File: src/rtl/stack_sequencer_if.sv
// Stack bus between the sequencer (master) and the stack-segment memory (slave).
// The master holds a request stable until it is acknowledged on a clock-enabled cycle.
interface stack_sequencer_if;
   logic        bus_req;
   logic        bus_write;
   logic [15:0] bus_addr;
   logic [15:0] bus_wdata;
   logic        bus_ack;
   logic [15:0] bus_rdata;

   modport master (
      output bus_req, bus_write, bus_addr, bus_wdata,
      input  bus_ack, bus_rdata
   );

   modport slave (
      input  bus_req, bus_write, bus_addr, bus_wdata,
      output bus_ack, bus_rdata
   );
endinterface

File: src/rtl/stack_sequencer.sv
// Multi-register PUSH/POP sequencer: pops high-to-low, then pushes low-to-high, one bus cycle per item.
// Optional STACK_SEQ_STATS_EN adds a saturating acked-transfer counter on xfer_count.
module stack_sequencer (
   input  logic               clk,
   input  logic               reset_n,
   input  logic               ce,
   input  logic               start,
   input  logic [15:0]        push_mask,
   input  logic [15:0]        pop_mask,
   input  logic [15:0]        sp_in,
   stack_sequencer_if.master  bus,
   output logic [15:0]        reg_sel,
   input  logic [15:0]        reg_wdata,
   output logic               wb_valid,
   output logic [15:0]        wb_sel,
   output logic [15:0]        wb_data,
   output logic               busy,
   output logic               done,
   output logic               sp_we,
   output logic [15:0]        sp_out,
   output logic [15:0]        xfer_count
);

   localparam logic [1:0] S_IDLE = 2'd0;
   localparam logic [1:0] S_POP  = 2'd1;
   localparam logic [1:0] S_PUSH = 2'd2;
   localparam logic [1:0] S_DONE = 2'd3;

   // Pop of SP (bit 4) and push of SP_DISCARD (bit 5) never touch the bus.
   localparam logic [15:0] POP_SKIP  = 16'h0010;
   localparam logic [15:0] PUSH_SKIP = 16'h0020;

   logic [1:0]  r_state;
   logic [15:0] r_pop_rem;
   logic [15:0] r_push_rem;
   logic [15:0] r_sp;
   logic [15:0] r_sp_in;
   logic        r_wb_valid;
   logic [15:0] r_wb_sel;
   logic [15:0] r_wb_data;

   logic [15:0] w_pop_eff;
   logic [15:0] w_push_eff;
   logic [3:0]  w_pop_idx;
   logic [3:0]  w_push_idx;
   logic [3:0]  w_item_idx;
   logic        w_active;
   logic [15:0] w_item_oh;
   logic [15:0] w_pop_next;
   logic [15:0] w_push_next;
   logic        w_ack;

   assign w_pop_eff  = pop_mask & ~POP_SKIP;
   assign w_push_eff = push_mask & ~PUSH_SKIP;

   always_comb begin
      w_pop_idx  = 4'd0;
      w_push_idx = 4'd0;
      for (int i = 0; i < 16; i++) begin
         if (r_pop_rem[i]) w_pop_idx = 4'(i);
      end
      for (int i = 15; i >= 0; i--) begin
         if (r_push_rem[i]) w_push_idx = 4'(i);
      end
   end

   assign w_active    = (r_state == S_POP) || (r_state == S_PUSH);
   assign w_item_idx  = (r_state == S_POP) ? w_pop_idx : w_push_idx;
   assign w_item_oh   = w_active ? (16'd1 << w_item_idx) : 16'd0;
   assign w_pop_next  = r_pop_rem & ~w_item_oh;
   assign w_push_next = r_push_rem & ~w_item_oh;
   assign w_ack       = ce && w_active && bus.bus_ack;

   // Bus outputs decode straight from held state, so the next item appears right after an ack.
   assign bus.bus_req   = w_active;
   assign bus.bus_write = (r_state == S_PUSH);
   assign bus.bus_addr  = (r_state == S_PUSH) ? (r_sp - 16'd2) :
                          (r_state == S_POP)  ? r_sp : 16'd0;
   assign bus.bus_wdata = (r_state != S_PUSH) ? 16'd0 :
                          (w_push_idx == 4'd4) ? r_sp_in : reg_wdata;
   assign reg_sel       = w_item_oh;

   assign busy     = (r_state != S_IDLE);
   assign done     = (r_state == S_DONE);
   assign sp_we    = (r_state == S_DONE);
   assign sp_out   = (r_state == S_DONE) ? r_sp : 16'd0;
   assign wb_valid = r_wb_valid;
   assign wb_sel   = r_wb_sel;
   assign wb_data  = r_wb_data;

   always_ff @(posedge clk) begin
      if (!reset_n) begin
         r_state    <= S_IDLE;
         r_pop_rem  <= 16'd0;
         r_push_rem <= 16'd0;
         r_sp       <= 16'd0;
         r_sp_in    <= 16'd0;
         r_wb_valid <= 1'b0;
         r_wb_sel   <= 16'd0;
         r_wb_data  <= 16'd0;
      end else if (ce) begin
         r_wb_valid <= 1'b0;
         case (r_state)
            S_IDLE: begin
               if (start) begin
                  r_pop_rem  <= w_pop_eff;
                  r_push_rem <= w_push_eff;
                  r_sp       <= sp_in;
                  r_sp_in    <= sp_in;
                  r_state    <= (w_pop_eff != 16'd0)  ? S_POP  :
                                (w_push_eff != 16'd0) ? S_PUSH : S_DONE;
               end
            end
            S_POP: begin
               if (bus.bus_ack) begin
                  r_sp      <= r_sp + 16'd2;
                  r_pop_rem <= w_pop_next;
                  // A popped SP_DISCARD slot is consumed but never written back.
                  if (w_item_idx != 4'd5) begin
                     r_wb_valid <= 1'b1;
                     r_wb_sel   <= w_item_oh;
                     r_wb_data  <= bus.bus_rdata;
                  end
                  if (w_pop_next == 16'd0)
                     r_state <= (r_push_rem != 16'd0) ? S_PUSH : S_DONE;
               end
            end
            S_PUSH: begin
               if (bus.bus_ack) begin
                  r_sp       <= r_sp - 16'd2;
                  r_push_rem <= w_push_next;
                  if (w_push_next == 16'd0)
                     r_state <= S_DONE;
               end
            end
            default: r_state <= S_IDLE;
         endcase
      end
   end

`ifdef STACK_SEQ_STATS_EN
   logic [15:0] r_xfer_count;

   always_ff @(posedge clk) begin
      if (!reset_n)
         r_xfer_count <= 16'd0;
      else if (w_ack && (r_xfer_count != 16'hFFFF))
         r_xfer_count <= r_xfer_count + 16'd1;
   end

   assign xfer_count = r_xfer_count;
`else
   assign xfer_count = 16'd0;
`endif

endmodule

File: src/flat_wrapper.sv
// flat-port wrapper written by rule: the top's interface ports become plain ports
module stack_sequencer_flat 
  (clk, reset_n, ce, start, push_mask, pop_mask, sp_in, reg_sel, reg_wdata, wb_valid, wb_sel, wb_data, busy, done, sp_we, sp_out, xfer_count, bus_bus_req, bus_bus_write, bus_bus_addr, bus_bus_wdata, bus_bus_ack, bus_bus_rdata);
  stack_sequencer_if bus_i ();
  input  logic clk;
  input  logic reset_n;
  input  logic ce;
  input  logic start;
  input  logic [15:0] push_mask;
  input  logic [15:0] pop_mask;
  input  logic [15:0] sp_in;
  output logic [15:0] reg_sel;
  input  logic [15:0] reg_wdata;
  output logic wb_valid;
  output logic [15:0] wb_sel;
  output logic [15:0] wb_data;
  output logic busy;
  output logic done;
  output logic sp_we;
  output logic [15:0] sp_out;
  output logic [15:0] xfer_count;
  output wire logic [$bits(bus_i.bus_req)-1:0] bus_bus_req;
  output wire logic [$bits(bus_i.bus_write)-1:0] bus_bus_write;
  output wire logic [$bits(bus_i.bus_addr)-1:0] bus_bus_addr;
  output wire logic [$bits(bus_i.bus_wdata)-1:0] bus_bus_wdata;
  input wire logic [$bits(bus_i.bus_ack)-1:0] bus_bus_ack;
  input wire logic [$bits(bus_i.bus_rdata)-1:0] bus_bus_rdata;
  assign bus_bus_req = bus_i.bus_req;
  assign bus_bus_write = bus_i.bus_write;
  assign bus_bus_addr = bus_i.bus_addr;
  assign bus_bus_wdata = bus_i.bus_wdata;
  assign bus_i.bus_ack = bus_bus_ack;
  assign bus_i.bus_rdata = bus_bus_rdata;
  stack_sequencer u_core (.clk(clk), .reset_n(reset_n), .ce(ce), .start(start), .push_mask(push_mask), .pop_mask(pop_mask), .sp_in(sp_in), .bus(bus_i), .reg_sel(reg_sel), .reg_wdata(reg_wdata), .wb_valid(wb_valid), .wb_sel(wb_sel), .wb_data(wb_data), .busy(busy), .done(done), .sp_we(sp_we), .sp_out(sp_out), .xfer_count(xfer_count));
endmodule
File: config.mk
export PLATFORM = sky130hd
export DESIGN_NAME = stack_sequencer_flat
export DESIGN_NICKNAME = d
export VERILOG_FILES = /design/src/rtl/stack_sequencer_if.sv /design/src/rtl/stack_sequencer.sv /design/src/flat_wrapper.sv
export SDC_FILE = /design/constraint.sdc
export NUM_CORES = 1
export LEC_CHECK = 0
export BUFFER_PORTS_ARGS = -buffer_cell sky130_fd_sc_hd__buf_4
export CAP_MARGIN = 20
export CORE_UTILIZATION = 56
export DETAILED_ROUTE_END_ITERATION = 6
export PLACE_DENSITY_LB_ADDON = 0.05
export SYNTH_ARGS = -nofsm -noshare
export SYNTH_HDL_FRONTEND = slang
export SYNTH_SLANG_ARGS = --single-unit
File: constraint.sdc
create_clock -name clk -period 8.17 [get_ports clk]
set_input_delay 1.634 -clock clk [delete_from_list [all_inputs] [get_ports clk]]
set_output_delay 1.634 -clock clk [all_outputs]
set_load 0.05 [all_outputs]
==> results.toml <==
[final_layout]
multi_input_area_um2 = 3880
fill_cells = 988
final_nets = 1107
syn2layout_area_growth_pct = 25.0
antenna_cells = 0
fin_util_pct = 72.2
drive_above_1_share_pct = 22.4
seqCellArea_um2 = 1980

[clocking]
root_buffer = "clkbuf_16"
ctsResizeCount = 0
cts_setup_buffers = 0
cts_tree = "yes"
cts_max_level = 3
cts.sinks = 99
clk_latency_ns = 0.35
clockBufferDepth = 2
cts_buffers = 9
clkTransAtPathRegs_ns = 0.07
cts_hold_buf = 0

[synthesis]
yosysSeqAreaShare_pct = 31.4
ys_warn_count = 0
synth_edf_count = 0
synth_cells = 881
ys_top_cells_by_area = "dfxtp_1 31%, nor2_1 8.0%, a21oi_1 7.5%"
yosysMostFrequentCell = "nor2_1"
synthesis.area_um2 = 6310
synthTopCellsByCount = "135 x nor2_1, 109 x nand2_1, 99 x dfxtp_1"
synthFlopType = "dfxtp_1"
ys_ff_latch = 99
yosysTopAreaCell = "dfxtp_1"
ys_types = 74
synth_top_area_share_pct = 31.4
ys_async_sr_fraction_pct = 0
syn_area_per_cell_um2 = 7.17

[pwr]
p_per_area_nw_per_um2 = 308
p_leak_nw = 3.54
ir_drop_mv = 0.165

[drt]
drt_iter0_markers = 639
drt_first_pass_iters = 6
vias_per_cell = 6.03
drc = 0
wl_per_cell_um = 16.6
ant_nets = 0
wirelength_um = 19300
num_vias = 7000

[timing]
fin_crit_sh_pct = 66.0
setup_tns_ns = 0
relSlewSlack_pct = 31.4
hold_viol = 0
drv_slew = 0
rsz0062_at_grt = "false"
tightest_slew_ns = 1.03
fmax_ghz = 0.186
setup_viol = 0
final.min_clock_period_ns = 5.39
fin_skew_ns = 0.00740

[worst_setup_path]
startpoint_type = "flop"
end_kind = "primary output"
cp_max_fo = 35
path_class = "flop to primary output"
crit_required_ns = 6.54
arrival_ns = 3.75

[global_route]
grt.total_usage_pct = 32.9
antenna_found_initial = 0
grt_pass1_wl_um = 30300
grt_max_degree = 53
grt_pass1_vias = 6113
grt.overflow.total = 0

[placement]
gp_congestion = 0.940
port_buffers = 184
dp_hpwl_um = 13700

[floorplanning]
dieArea_um2 = 11700
die_h_um = 108
num_rows = 38
coreArea_um2 = 10900
die_w_um = 108
initial_utilization_pct = 57.7
num_io_pins = 203

[status]
status = "completed"

[min_path]
hp-class = "flop to flop"

[job]
maxCapViolations = 0
-- per-stage QoR --
stage	hold WS, ns	cells	worst slack [ns]	cell area, um^2	total power, W
after floorplan	0.437	896	3.28	6370	0.00167
after global placement	0.446	1144	3.23	7590	0.00196
after detailed placement	0.447	1144	3.21	7590	0.00197
after CTS	0.455	1160	2.84	7890	0.00240
after global routing	0.474	1161	2.44	7890	0.00257
final	0.455	1161	2.78	7890	0.00243
-- kinds of logic after synthesis --
logic type | after synthesis | synth area share (%)
buffers and inverters | 117 | 8.15
DFF | 99 | 31.4
AOI/OAI and AO/OA | 277 | 29.5
muxes | 22 | 3.51
and+or+nand+nor | 358 | 26.0
xor gates and xnor gates | 1 | 0.139
adders and majority gates | 6 | 1.19
other | 1 | 0.0594
-- cell type report --
cell class,instances,share of cell area (%)
Clock buffer,12,3.12
Inverter,35,1.66
Multi-Input combinational cell,680,49.1
Sequential cell,99,25.1
Tap cell,140,2.22
Clock inverter,4,0.618
Timing Repair Buffer,191,18.1
-- cells in the final DEF (no fill, tap or decap), types with 21 or more instances in the layout --
cell	instances
mux2i_1	21
nand2_1	109
nor2_1	135
a22oi_1	26
o21ai_0	39
a21oi_1	94
dfxtp_1	99
a21o_1	25
buf_4	190
inv_1	33
-- worst max-delay path: stages, from the launching register on --
cell	delay, ns
dfxtp_1	0.33
inv_1	0.11
ha_2	0.50
buf_4	0.46
nor3b_1	0.42
nand3_1	0.23
o22ai_1	0.41
o211ai_1	0.26
nand2b_1	0.38
inv_1	0.12
buf_4	0.20
-- worst paths after layout --
| check | from | to | slack [ns] | cells after the start |
|---|---|---|---|---|
| setup / recovery | u_core.r_state[1] | reg_sel[6] | 2.78 | 10 |
| hold / removal | u_core.r_sp_in[13] | u_core.r_sp_in[13] | 0.45 | 2 |
| setup reg to reg | u_core.r_state[1] | u_core.r_state[0] | 3.64 | 13 |
| hold reg to reg | u_core.r_sp_in[13] | u_core.r_sp_in[13] | 0.45 | 2 |
-- state kept, by name, summed over array words and instances (netlist names) --
name / cells
u_core.r_pop_rem: 16
u_core.r_push_rem: 16
u_core.r_sp: 16
u_core.r_sp_in: 16
u_core.r_state: 2
u_core.wb_data: 16
u_core.wb_sel: 16
u_core.wb_valid: 1
-- metal layers --
| metal | part of all wire, % | track usage (%) |
|---|---|---|
| met4 | 3.2 | 14.6 |
| met5 | 0 | 0 |
| met1 | 42 | 42.8 |
| met3 | 8.0 | 6.09 |
| met2 | 46 | 52.9 |
-- report_power, final --
part           switching [W]  internal [W]
clock               0.000188      0.000246
combinational       0.000857      0.000455
sequential          0.000125      0.000557
Power figures use the tool's default switching activity.
